`src/rtl/seg_scan_driver.sv`:
```
`default_nettype none
// ============================================================================
// seg_scan_driver: time-multiplexed 8-digit hex 7-segment scanner with
// frame-synchronous display update, leading-zero blanking and per-digit dp.
// Revision: 1.0
// ============================================================================
module seg_scan_driver #(
  parameter int REFRESH_DIV = 100000
) (
  input  logic        clk,
  input  logic        rst,
  input  logic [31:0] value,
  input  logic        valid,
  input  logic [7:0]  digit_en,
  input  logic [7:0]  dp_mask,
  input  logic        blank_lz,
  output logic [6:0]  SEG,
  output logic [7:0]  AN,
  output logic        dp,
  output logic        frame_done
);

  localparam int CW = $clog2(REFRESH_DIV);
  localparam logic [CW-1:0] CNT_LAST = CW'(REFRESH_DIV - 1);

  logic [CW-1:0] cnt_q, cnt_d;
  logic [2:0]    idx_q, idx_d;
  logic [31:0]   shadow_q, shadow_d;
  logic [31:0]   disp_q, disp_d;
  logic [6:0]    seg_q, seg_d;
  logic [7:0]    an_q, an_d;
  logic          dp_q, dp_d;
  logic          fd_q, fd_d;

  logic          tick, wrap, dark;
  logic [3:0]    nib;
  logic [7:0]    upper_zero;

  function automatic logic [6:0] decode(input logic [3:0] n);
    logic [6:0] s;
    case (n)
      4'h0: s = 7'h40;  4'h1: s = 7'h79;  4'h2: s = 7'h24;  4'h3: s = 7'h30;
      4'h4: s = 7'h19;  4'h5: s = 7'h12;  4'h6: s = 7'h02;  4'h7: s = 7'h78;
      4'h8: s = 7'h00;  4'h9: s = 7'h10;  4'hA: s = 7'h08;  4'hB: s = 7'h03;
      4'hC: s = 7'h46;  4'hD: s = 7'h21;  4'hE: s = 7'h06;  default: s = 7'h0E;
    endcase
    return s;
  endfunction

  always_comb begin
    tick     = (cnt_q == CNT_LAST);
    wrap     = tick && (idx_q == 3'd7);
    cnt_d    = tick ? '0 : cnt_q + CW'(1);
    idx_d    = tick ? idx_q + 3'd1 : idx_q;
    shadow_d = valid ? value : shadow_q;
    // Display only moves at the frame boundary so a scan never mixes two values.
    disp_d   = wrap ? (valid ? value : shadow_q) : disp_q;

    // upper_zero[k] is set when nibbles k..7 of the display are all zero.
    upper_zero    = '0;
    upper_zero[7] = (disp_q[31:28] == 4'h0);
    for (int k = 6; k >= 0; k--) begin
      upper_zero[k] = upper_zero[k+1] && (disp_q[4*k +: 4] == 4'h0);
    end

    nib  = disp_q[{idx_q, 2'b00} +: 4];
    dark = !digit_en[idx_q] || (blank_lz && (idx_q != 3'd0) && upper_zero[idx_q]);

    an_d  = dark ? 8'hFF : ~(8'h01 << idx_q);
    seg_d = dark ? 7'h7F : decode(nib);
    dp_d  = dark ? 1'b1  : ~dp_mask[idx_q];
    fd_d  = wrap;
  end

  always_ff @(posedge clk or negedge rst) begin
    if (!rst) begin
      cnt_q    <= '0;
      idx_q    <= 3'd0;
      shadow_q <= 32'h0;
      disp_q   <= 32'h0;
      seg_q    <= 7'h7F;
      an_q     <= 8'hFF;
      dp_q     <= 1'b1;
      fd_q     <= 1'b0;
    end else begin
      cnt_q    <= cnt_d;
      idx_q    <= idx_d;
      shadow_q <= shadow_d;
      disp_q   <= disp_d;
      seg_q    <= seg_d;
      an_q     <= an_d;
      dp_q     <= dp_d;
      fd_q     <= fd_d;
    end
  end

  assign SEG        = seg_q;
  assign AN         = an_q;
  assign dp         = dp_q;
  assign frame_done = fd_q;

endmodule
`default_nettype wire

```
`config.mk`:
```
export PLATFORM = sky130hd
export DESIGN_NAME = seg_scan_driver
export DESIGN_NICKNAME = d
export VERILOG_FILES = /design/src/rtl/seg_scan_driver.sv
export SDC_FILE = /design/constraint.sdc
export NUM_CORES = 1
export LEC_CHECK = 0
export BUFFER_PORTS_ARGS = -buffer_cell sky130_fd_sc_hd__buf_4
export CORE_ASPECT_RATIO = 0.5
export CORE_UTILIZATION = 38
export DETAILED_ROUTE_END_ITERATION = 8
export PLACE_DENSITY = 0.56
export RECOVER_POWER = 100
export SYNTH_ARGS = -nofsm -noshare
export SYNTH_HDL_FRONTEND = slang
export SYNTH_SLANG_ARGS = --single-unit
```
`constraint.sdc`:
```
create_clock -name clk -period 2.7 [get_ports clk]
set_input_delay 0.135 -clock clk [delete_from_list [all_inputs] [get_ports clk]]
set_output_delay 0.135 -clock clk [all_outputs]
set_load 0.01 [all_outputs]
```
* Word level (Yosys, flattened, before mapping) *
Memories as Yosys holds them, arrays and structs flattened.
Cells that the tools add are included.

storage, ports and cells
  bits in registers = 101
  memory bits (read-only) = 112
  input port bits = 52
  output and inout bits = 17
  logic and storage cells = 50
  memories = 1

cells by class
  $add $sub $neg = 2
  order comparisons = 1
  equality and inequality tests = 2
  shift operators = 2
  mux-type cells = 11
  bitwise gates (word level) = 2
  reduce and logical (&&, ||, !) cells = 21

memory list
  name              words  width  read ports  clocked after Yosys merged registers in  wr ports  RTL line  RTL
  (name not given)  16     7      1           0                                        0         41        case (n)

operators with widths
  kind                                                                          number
  4-bit logical NOT                                                             8
  32-bit 2-to-1 mux                                                             1
  32-bit by 6-bit variable part select with 4-bit output                        1
  17-bit by 1-bit adder with 17-bit output, second input constant               1
  17-bit == test, second input constant                                         1
  17-bit 2-to-1 mux                                                             1
  1-bit logical AND                                                             10
  1-bit binary-select mux with 3-bit select                                     3
  8-bit 2-to-1 mux                                                              1
  8-bit NOT                                                                     1
  1-bit by 3-bit left shift with 8-bit output, first input constant             1
  7-bit 2-to-1 mux                                                              1
  3-bit by 4-bit less-than comparator with 1-bit output, second input constant  1
  1-bit 2-to-1 mux                                                              4
  3-bit by 1-bit adder with 3-bit output, second input constant                 1
  3-bit == test, second input constant                                          1
  3-bit nonzero test                                                            1
  1-bit logical NOT                                                             1
  1-bit logical OR                                                              1
  1-bit NOT                                                                     1

* Depth between registers and ports, before layout *
Gate-level depths: netlist of run 1.

  depth in word-level cells = 13
  mapped depth = 10
  gate-level depth less buffers = 8

* Least setup slack after synthesis of run 1 *
No wires, ideal clock.

  kind = register to register
  start point = reg idx_q[0]
  end point = reg seg_q[3] (netlist: SEG[3])
  setup time = 98 ps
  arrival time = 2,304 ps
  data required time = 2,602 ps
  setup slack = 297 ps
  cell stages (with the launch flop) = 10
  path buffers = 3
  period minus slack after synthesis = 2,403 ps
  cell sequence = dfrtp_1 > buf_2 > buf_2 > clkinv_1 > ha_1 > a211o_1 > a2111oi_2 > o22ai_1 > buf_2 > o311ai_1

on the way
  word-level cells in the longest chain between the ends = 5
  elaborated cells between the ends (all ways) = 12
  those cells by class = 1 x shift; 5 x mux; 5 x reduce/logical; 1 x memory

ends and longest elaborated chain
  element                                                                    RTL line  RTL
  start, declared                                                            27        logic [2:0] idx_q, idx_d;
  start signal, assigned                                                     87        idx_q <= idx_d;
  parallel branches: the longest is 4 deep, another holds memory 16 x 7 bit  -
  7-bit 2-to-1 mux (*)                                                       70        seg_d = dark ? 7'h7F : decode(nib);
  named net seg_d[3]                                                         30        logic [6:0] seg_q, seg_d;
  end signal, assigned                                                       90        seg_q <= seg_d;
  end, declared                                                              30

Mark *: on every way through the listed nets, which the timed path passes. The select of a mux whose other input is x is not followed.
A chain may end at the register's enable or synchronous reset.

* Final worst setup path of run 1 *
  start point = reg idx_q[1]
  end point = reg seg_q[3] (netlist: SEG[3])

Same word-level chain as after synthesis.

==> key figures, run 1 <==
Synth
  • Post-Syn Nets: 409
  • Flops & latches, synth: 101
  • Yosys top cell area share: 44.9%
  • Number of synthesized flops with an enable pin: 0
  • Syn Area/Cell: 13.8 sq um
  • Async set-reset flop share out of synthesis: 100%
  • Synth top area cells: dfrtp_1, mux2_4, dfstp_2
  • Cell Area, Synth: 0.00474 sq mm
  • Sequential area share after synthesis: a little over half
  • Gate Count Post-Synth: 344
  • Post-synth top flop: dfrtp_1
  • Top cell type by total area after synthesis: dfrtp_1
  • Most frequent cells after synthesis: dfrtp_1, mux2_2, mux2_4
  • Yosys cell types: 50
  • Syn. warnings: 0
  • Most common cell in the netlist: dfrtp_1

Timing
  • Unrepaired setup endpoints after global routing: false
  • Setup ws final: 0.265 ns
  • Final setup viols: 0
  • Final Hold Viols: 0
  • Tmin final: 2.44 ns
  • Tcrit/Tclk final: 90.2%
  • Max-slew headroom: 23.3%
  • Final setup TNS: 0 ns
  • Layout Skew: 0.00373 ns
  • Slew Limit Fails: 0
  • Achievable Freq: 411 MHz
  • Tightest Pin Transition: approximately 1.2 ns

Clock network
  • Clock Latency Late Sink: 0.34 ns
  • Total number of H-tree levels: 3
  • CTS Buf Count: 9
  • CTS max path bufs: 2
  • Clock root buffer: clkbuf_16
  • TritonCTS clock tree: done
  • Worst-path clk slew: 0.07 ns
  • CTS sink cnt: 101

Worst hold path
  • Worst hold-check path type: primary input to flop

Pwr
  • Comb pwr share: 8.1%
  • Clk network pwr share: 41.5%
  • Pwr Density: roughly 600 mW/mm^2
  • Sw Ratio: 21.9%
  • Sequential power share: 50.4%
  • Max IR drop VDD: 0.417 mV
  • Int Pwr: 2550 uW
  • Net Switching: 715 uW
  • Leakage dissipation: 0.00246 uW

Global route
  • Pin count of the biggest net entering global routing: 56
  • First-pass GRT wire length: 16,000 um
  • Total Routing Usage GR: between 15 and 20%
  • Vias in the first global route: 3,096
  • Initial antenna violation count: 0
  • Gr ovfl total: 0

Die
  • Die Y: 80.9 um
  • Die Area: ~0.013 sq mm
  • Initial Util: 39.5%
  • # IOs: 69
  • Site Rows: 28
  • Core Area: 0.0120 sq mm
  • Die Wd: 160 um

Final layout
  • Share of cells above drive strength 1: 29.9%
  • Antenna diodes: 0
  • Final nets: 481
  • Layout area overhead: 17.4%

Placed design
  • Post-DP HPWL: around 6800 um
  • Placer Congestion: ~0.82
  • # port buffers: 68
  • Dpl ws: 0.197 ns

Routing
  • Drt wl/cell: 15.9 um
  • Vias/cell: a little under 5
  • DRC Markers: 0
  • Detailed Routing Iterations Pass 1: 4
  • ANT nets after route: 0
  • DRT Wirelength: 9330 um
  • Via count: 2,862
  • DRT iter0 DRCs: about 100

Run status
  • Status: complete, no violations

Worst setup path
  • Worst-path fanout max: 13
  • Required time of the worst setup path: 2.93 ns
  • Data arrival time of the worst path: between 2 and 3 ns
  • CP startpoint kind: flop
  • CP dominant cell by count: nand2_1
  • Max stage delay on crit path: about 0.66 ns
  • CP Cell Sequence: mux4_2 > nand2_1 > and2_1 > inv_1 > ha_1 > mux2_2 > nand2_1 > o311ai_1
  • Critical path type: flop to flop
  • Worst setup EP type: flop
  • Crit-path slowest cell: dfrtp_1

Run
  • Max_cap viols: 0
==> layout by cell type, fill, tap and decap left out, types with 2 or more instances in the layout <==
| cell type | count |
|---|---|
| dfrtp_1 | 85 |
| buf_4 | 54 |
| mux2_1 | 45 |
| nand2_1 | 28 |
| mux2_2 | 21 |
| clkbuf_1 | 17 |
| dfstp_2 | 16 |
| nor2_1 | 16 |
| ha_1 | 13 |
| mux4_2 | 10 |
| nand3_1 | 10 |
| xnor2_1 | 9 |
| clkbuf_16 | 9 |
| mux2i_1 | 7 |
| xor2_1 | 7 |
| nor4_1 | 6 |
| nor3_1 | 6 |
| inv_1 | 5 |
| and2_1 | 4 |
| clkinv_2 | 4 |
| o21ai_0 | 3 |
| a21oi_1 | 3 |
| nand4_1 | 3 |
| o22ai_1 | 2 |
| o221ai_1 | 2 |
| o211ai_1 | 2 |
| or3_1 | 2 |
| and3_1 | 2 |
| bufinv_16 | 2 |
| clkbuf_2 | 2 |
==> final cells by class <==
cell class	count	area, sq um
clock buffer	9	225
clock inverter	7	88.8
fill	1131	6420
inverter	6	22.5
multi-input combinational	222	1960
sequential	101	2550
tap	165	206
timing repair buffer	76	508
==> flip-flops by register name, indices dropped and copies added (netlist names) <==
name and count:
shadow_q 32, dp 1, frame_done 1, disp_q 32, idx_q 3, SEG 7, AN 8, cnt_q 17
==> timing repair <==
| item | in CTS | in global routing |
|---|---|---|
| resized for setup | 0 | 1 |
| buffers inserted | 0 | 0 |
| hold buffers | 1 | 0 |
| setup endpoints to repair | 0 | 10 |
| endpoints found under the hold margin | 37 | 0 |
==> metal layers <==
metal	wire length, um	GRT usage [%]
met4	97	3.90
met2	4200	25.6
met5	0	0
met3	345	3.88
met1	4690	22.0
==> power groups by stage <==
stage	registers, uW	clock network, uW	logic, uW
after floorplan	1670	0	163
after global placement	1670	0	301
after detailed placement	1680	0	308
after CTS	1650	1400	312
after global routing	1660	1460	299
final	1650	1360	266
==> cells by family (layout without fill, tap and decap cells) <==
group	count (synthesis)	count (layout)	synth area share, %
DFF	101	101	53.8
and+or+nand+nor	87	87	9.56
buffers and inverters	21	98	2.27
AOI/OAI and AO/OA	22	22	3.46
adders and majority gates	13	13	3.43
muxes	84	84	24.5
xor gates and xnor gates	16	16	2.96
==> final timing paths <==
check / from / end / slack, ns / depth (start not counted)
setup / recovery: idx_q[1] / SEG[3] / 0.26 / 8
hold / removal: value[5] / shadow_q[5] / 0.04 / 2
setup reg to reg: idx_q[1] / SEG[3] / 0.26 / 8
hold reg to reg: cnt_q[0] / cnt_q[0] / 0.48 / 1
max in group asynchronous: rst / disp_q[10] / 0.72 / 3
min in group asynchronous: rst / frame_done / 0.55 / 2
==> critical path: cells and delay by family, from the launching register on <==
kind	cells	cell delay, ns
fa+ha+maj	1	0.26
flops	1	0.66
simple gates	3	0.36
mux	2	0.83
buf+inv	1	0.13
compound gates	1	0.10
==> per-stage QoR <==
| stage | hold slack [ns] | total power [uW] | area [sq um] | cells | utilization [%] |
|---|---|---|---|---|---|
| 3_3_place_gp | 0.178 | 1970 | 5450 | 569 | 45.4 |
| 5_1_grt | 0.0290 | 3410 | 5560 | 586 | 46.4 |
| 2_1_floorplan | -0.161 | 1830 | 4740 | 344 | - |
| 6_report | 0.0361 | 3270 | 5560 | 586 | 46.4 |
| 3_5_place_dp | 0.188 | 1990 | 5450 | 569 | 45.4 |
| 4_1_cts | 0.0408 | 3360 | 5770 | 586 | 48.2 |
Note: power is estimated with default switching activity, not from simulation.
==> inputs of run 2 (changes only) <==
--- a/config.mk
+++ b/config.mk
@@ -9,7 +9,7 @@
 export CORE_ASPECT_RATIO = 0.5
 export CORE_UTILIZATION = 38
 export DETAILED_ROUTE_END_ITERATION = 8
-export PLACE_DENSITY = 0.56
+export PLACE_DENSITY = 0.63
 export RECOVER_POWER = 100
 export SYNTH_ARGS = -nofsm -noshare
 export SYNTH_HDL_FRONTEND = slang
==> run 2 against run 1 <==
- sequential power about the same
- power down 2.1%
- combinational power about the same
- critical path depth fell by 1
- maximum frequency up 0.90%
- routed wire length down 3.4%
- final cell count did not move
- hold slack about the same
- design area down 0.22%
- largest cell class unchanged
- non-clock buffer count is the same
- clock skew up 0.0037 ns
==> key figures, run 2 (same netlist as run 1, synthesis figures left out) <==
Pwr
  • Tot Pwr: 3200 uW (-2.1%)
  • Leakage dissipation: 0.00244 uW (-0.86%)
  • Pwr Density: 576 mW/mm^2 (-1.9%)
  • Max IR drop VDD: 0.286 mV (-32%)

Timing
  • Tmin final: 2.41 ns (-0.0217 ns)
  • Slew Limit Fails: 0 (unchanged)
  • Layout Skew: 0.00748 ns (+0.00374 ns)
  • Setup ws final: 0.286 ns (+0.0217 ns)
  • Tcrit/Tclk final: 89.4% (-0.80 points)
  • Final setup viols: 0 (unchanged)
  • Unrepaired setup endpoints after global routing: false
  • Hold slack: 0.0358 ns (-0.000381 ns)
  • Tightest Pin Transition: 1.09 ns (-0.0625 ns)
  • Achievable Freq: 414 MHz (+0.90%)
  • Max-slew headroom: 27.5% (+4.2 points)
  • Final Hold Viols: 0 (unchanged)
  • Final setup TNS: 0 ns (unchanged)

Worst setup path
  • Critical path type: flop to flop
  • Data arrival time of the worst path: 2.70 ns (+0.03 ns)
  • Worst r2r src: idx_q[1]
  • Worst R2R End: AN[0]
  • CP Capture Point: AN[0]
  • Reg-to-reg slack, setup: 0.29 ns (+0.02 ns)
  • Required time of the worst setup path: 2.99 ns (+0.06 ns)
  • CP startpoint kind: flop
  • Worst Setup SP: idx_q[1]
  • FF-to-FF path depth: 7 (-1)
  • Worst setup EP type: flop
  • Worst-path fanout max: 10 (-3)

Clock network
  • Total number of H-tree levels: 3 (unchanged)
  • CTS sink cnt: 101 (unchanged)
  • Clock Latency Late Sink: 0.35 ns (about the same)
  • Clock root buffer: clkbuf_16
  • TritonCTS clock tree: done
  • CTS max path bufs: 2 (unchanged)
  • Resize count post-CTS: 0 (unchanged)
  • Worst-path clk slew: 0.07 ns (about the same)
  • CTS Buf Count: 9 (unchanged)

Routing
  • DRT Wirelength: 9020 um (-3.4%)
  • Detailed Routing Iterations Pass 1: 4 (unchanged)
  • Via count: 2,840 (-0.77%)
  • Vias/cell: 4.85 (-0.77%)
  • Drt wl/cell: 15.4 um (-3.4%)
  • ANT nets after route: 0 (unchanged)
  • DRC Markers: 0 (unchanged)
  • DRT iter0 DRCs: 126 (+21%)

Final layout
  • Share of cells above drive strength 1: 30.2% (+0.24 points)
  • Design area: 0.00555 sq mm (-0.22%)
  • Largest regs: disp_q: 32 flops, shadow_q: 32 flops, cnt_q: 17 flops
  • Most frequent cells in the layout: dfrtp_1, buf_4, mux2_1
  • Layout area overhead: 17.2%
  • Antenna diodes: 0 (unchanged)
  • Layout fillers: 1,131 (unchanged)
  • Final nets: 481 (unchanged)
  • Commonest non-fill, non-tap cell in the layout: dfrtp_1

Placed design
  • # port buffers: 68 (unchanged)
  • Placed Instance Area: 0.00543 sq mm (-0.23%)
  • Dpl ws: 0.291 ns (+0.0943 ns)
  • Post-DP HPWL: 6520 um (-4.0%)
  • Placer Congestion: 0.747 (-9.0%)

Global route
  • Gr ovfl total: 0 (unchanged)
  • Vias in the first global route: 2,892 (-6.6%)
  • First-pass GRT wire length: 15,200 um (-5.1%)
  • Initial antenna violation count: 0 (unchanged)
  • Total Routing Usage GR: 15.2% (-0.77 points)
  • Pin count of the biggest net entering global routing: 58 (+3.6%)

Die
  • Core Area: 0.0120 sq mm (unchanged)
  • # IOs: 69 (unchanged)
  • Initial Util: 39.5% (unchanged)
  • Site Rows: 28 (unchanged)
  • Die Area: 0.0129 sq mm (unchanged)
  • Die Wd: 160 um (unchanged)
  • Die Y: 80.9 um (unchanged)

Run status
  • Status: complete, no violations

Worst hold path
  • Worst hold-check path type: primary input to flop

Run
  • Max_cap viols: 0 (unchanged)
==> run 2: worst max-delay path: stages (launching register included) <==
cell and delay, ns:
dfrtp_1 0.58, inv_1 0.15, ha_1 0.25, a211o_1 0.28, a2111oi_2 0.42, o22ai_1 0.35, clkbuf_1 0.23, nand3_1 0.10
==> run 2: power breakdown <==
part	internal, uW	total, uW	switching, uW	leakage, uW
combinational	139	266	127	0.00105
sequential	1610	1640	37.2	0.00123
clock	741	1290	548	0.000152
==> run 2: stage by stage <==
step / utilization (%) / instances
floorplan: - / 344
global route: 46.3 / 586
finish: 46.3 / 586
CTS: 47.9 / 586
global placement: 45.3 / 569
detailed placement: 45.3 / 569
==> run 2: worst min path at each step <==
stage               from            to  slack, ns  cells past startpoint
2_1_floorplan        rst      cnt_q[0]      -0.16                      0
3_3_place_gp         rst      idx_q[0]       0.18                      1
5_1_grt        value[17]  shadow_q[17]       0.03                      2
3_5_place_dp         rst      idx_q[0]       0.18                      1
6_report        value[5]   shadow_q[5]       0.04                      2
4_1_cts         value[5]   shadow_q[5]       0.03                      2
==> run 2: repair_timing <==
| action | CTS | global route |
|---|---|---|
| endpoints found under the hold margin | 28 | 0 |
| setup buffers | 0 | 0 |
| hold buffers | 1 | 0 |
==> run 2: layout make-up <==
| type | count | area [sq um] | share of cell area [%] |
|---|---|---|---|
| flip-flops and latches | 101 | 2550 | 45.9 |
| multi-input cells | 222 | 1970 | 35.5 |
| repair buffers | 76 | 499 | 9.00 |
| clock buffers | 10 | 239 | 4.31 |
| well taps | 165 | 206 | 3.72 |
| clock inverters | 6 | 62.6 | 1.13 |
| inverters | 6 | 22.5 | 0.406 |
==> run 2: per-layer routing <==
metal	global-route usage (%)	part of all wire, %	vias to the layer above
li1	-	-	1382
met5	0	0	-
met4	4.86	1.3	0
met3	4.29	4.0	11
met1	21.8	52	1406
met2	22.1	43	41
==> inputs of run 3 (changes only) <==
--- a/config.mk
+++ b/config.mk
@@ -7,9 +7,9 @@
 export LEC_CHECK = 0
 export BUFFER_PORTS_ARGS = -buffer_cell sky130_fd_sc_hd__buf_4
 export CORE_ASPECT_RATIO = 0.5
-export CORE_UTILIZATION = 38
+export CORE_UTILIZATION = 57
 export DETAILED_ROUTE_END_ITERATION = 8
-export PLACE_DENSITY = 0.63
+export PLACE_DENSITY = 0.86
 export RECOVER_POWER = 100
 export SYNTH_ARGS = -nofsm -noshare
 export SYNTH_HDL_FRONTEND = slang
==> run 3 against run 2 <==
- sequential power hardly changed
- final cell count is 9.4% lower
- hold slack worse by 0.0037 ns
- critical endpoint is now SEG[3]
==> key figures, run 3 (same netlist as run 1, synthesis figures left out) <==
Run status
  • Status: complete, no violations

Worst setup path
  • Worst R2R End: SEG[3]
  • Worst Setup SP: idx_q[0]
  • Required time of the worst setup path: 2.92 ns (-0.07 ns)
  • CP startpoint kind: flop
  • Data arrival time of the worst path: 2.66 ns (-0.04 ns)
  • FF-to-FF path depth: 6 (-1)
  • Worst setup EP type: flop
  • Worst-path fanout max: 11 (+1)
  • Critical path type: flop to flop
  • Worst r2r src: idx_q[0]
  • Reg-to-reg slack, setup: 0.26 ns (-0.03 ns)

Timing
  • Achievable Freq: 409 MHz (-1.3%)
  • Tightest Pin Transition: 1.21 ns (+0.117 ns)
  • Layout Skew: 0.00588 ns (-0.00160 ns)
  • Final setup viols: 0 (unchanged)
  • Setup ws final: 0.256 ns (-0.0306 ns)
  • Tmin final: 2.44 ns (+0.0306 ns)
  • Hold slack: 0.0321 ns (-0.00366 ns)
  • Slew Limit Fails: 0 (unchanged)
  • Final setup TNS: 0 ns (unchanged)
  • Max-slew headroom: 19.7% (-7.8 points)
  • Tcrit/Tclk final: 90.5% (+1.1 points)
  • Unrepaired setup endpoints after global routing: false
  • Final Hold Viols: 0 (unchanged)

Routing
  • ANT nets after route: 0 (unchanged)
  • Via count: 3,040 (+7.0%)
  • Vias/cell: 5.73 (+18%)
  • Detailed Routing Iterations Pass 1: 4 (unchanged)
  • DRT Wirelength: 10,000 um (+11%)
  • DRT iter0 DRCs: 227 (+80%)
  • Drt wl/cell: 18.9 um (+23%)
  • DRC Markers: 0 (unchanged)

Clock network
  • CTS max path bufs: 2 (unchanged)
  • CTS Buf Count: 9 (unchanged)
  • Number of setup buffers added after CTS: 0 (unchanged)
  • Clock Latency Late Sink: 0.35 ns (about the same)
  • TritonCTS clock tree: done
  • Total number of H-tree levels: 3 (unchanged)
  • Clock root buffer: clkbuf_16
  • Worst-path clk slew: 0.06 ns (about the same)
  • CTS sink cnt: 101 (unchanged)

Worst hold path
  • Hold endpoint: shadow_q[11]
  • Worst hold-check path type: primary input to flop
  • Worst Hold Launch: value[11]
  • Hold Crit Depth: 2 (unchanged)

Global route
  • Initial antenna violation count: 0 (unchanged)
  • First-pass GRT wire length: 16,300 um (+7.5%)
  • Total Routing Usage GR: 26.0% (+11 points)
  • Vias in the first global route: 3,170 (+9.6%)
  • Gr ovfl total: 0 (unchanged)
  • Pin count of the biggest net entering global routing: 52 (-10%)

Final layout
  • Commonest non-fill, non-tap cell in the layout: dfrtp_1
  • Area of the multi-input gates: 0.00197 sq mm (unchanged)
  • Antenna diodes: 0 (unchanged)
  • Largest regs: disp_q: 32 flops, shadow_q: 32 flops, cnt_q: 17 flops
  • Design area: 0.00548 sq mm (-1.3%)
  • Layout area overhead: 15.6%
  • Layout fillers: 579 (-49%)
  • Register area: 0.00255 sq mm (about the same)
  • Share of cells above drive strength 1: 27.7% (-2.5 points)
  • Final nets: 479 (-0.42%)
  • Most frequent cells in the layout: dfrtp_1, buf_4, mux2_1

Die
  • Die Y: 66.5 um (-18%)
  • Die Wd: 131 um (-18%)
  • # IOs: 69 (unchanged)
  • Core Area: 0.00803 sq mm (-33%)
  • Initial Util: 59.0% (+19 points)
  • Die Area: 0.00870 sq mm (-33%)
  • Site Rows: 23 (-18%)

Pwr
  • Max IR drop VDD: 0.327 mV (+15%)
  • Tot Pwr: 3260 uW (+1.8%)
  • Pwr Density: 595 mW/mm^2 (+3.2%)
  • Leakage dissipation: 0.00243 uW (-0.52%)

Placed design
  • Post-DP HPWL: 7170 um (+9.9%)
  • Placer Congestion: 0.891 (+19%)
  • Dpl ws: 0.193 ns (-0.0983 ns)
  • # port buffers: 68 (unchanged)
  • Placed Instance Area: 0.00535 sq mm (-1.5%)

Run
  • Max_cap viols: 0 (unchanged)
-- run 3: changes by cell type in the layout (fill, tap and decap cells not counted), moves of 2 or more --
cell | before | now
mux2_1 | 42 | 48
clkinv_2 | 3 | 0
clkinv_4 | 2 | 0
mux2_2 | 24 | 18
clkbuf_1 | 19 | 23
-- run 3: critical path, stage by stage (launching register included) --
cell and delay (ns):
dfrtp_1 0.37, clkinv_1 0.25, ha_1 0.35, a211o_1 0.30, a2111oi_2 0.39, o22ai_1 0.40, o311ai_0 0.24
-- run 3: worst max-delay path by stage --
stage	endpoint	slack, ns
floorplan	SEG[3]	0.30
global route	SEG[3]	0.12
finish	SEG[3]	0.26
CTS	SEG[2]	0.14
global placement	SEG[3]	0.37
detailed placement	SEG[2]	0.19
-- run 3: metrics by stage --
stage          instances  util [%]
3_3_place_gp         514      66.7
3_5_place_dp         514      66.7
2_1_floorplan        344         -
5_1_grt              531      68.2
6_report             531      68.2
4_1_cts              531      70.6
-- run 3: area by class of cell --
type / count / area share, %
clock buffer: 14 / 4.46
multi-input combinational: 222 / 36.0
inverter: 6 / 0.411
timing repair buffer: 74 / 8.91
tap: 112 / 2.56
sequential: 101 / 46.5
clock inverter: 2 / 1.10
-- run 3: power breakdown --
part	switching, uW	total, uW	internal [uW]
clock	521	1330	814
sequential	40.7	1650	1610
combinational	135	272	137
total	697	3260	2560
-- run 3: per-layer routing --
layer | wire length (um) | global-route usage (%) | share of wire [%] | vias to the layer above
met1 | 4230 | 31.6 | 42 | 1564
met2 | 5160 | 45.0 | 51 | 88
met3 | 481 | 8.59 | 4.8 | 13
li1 | - | - | - | 1375
met4 | 163 | 7.04 | 1.6 | 0
met5 | 0 | 0 | 0 | -
-- run 3: what timing repair did --
item                                   in CTS  in global routing
hold buffers                                1                  0
resized for setup                           0                  1
endpoints found under the hold margin      49                  0
setup endpoints to repair                   0                  2
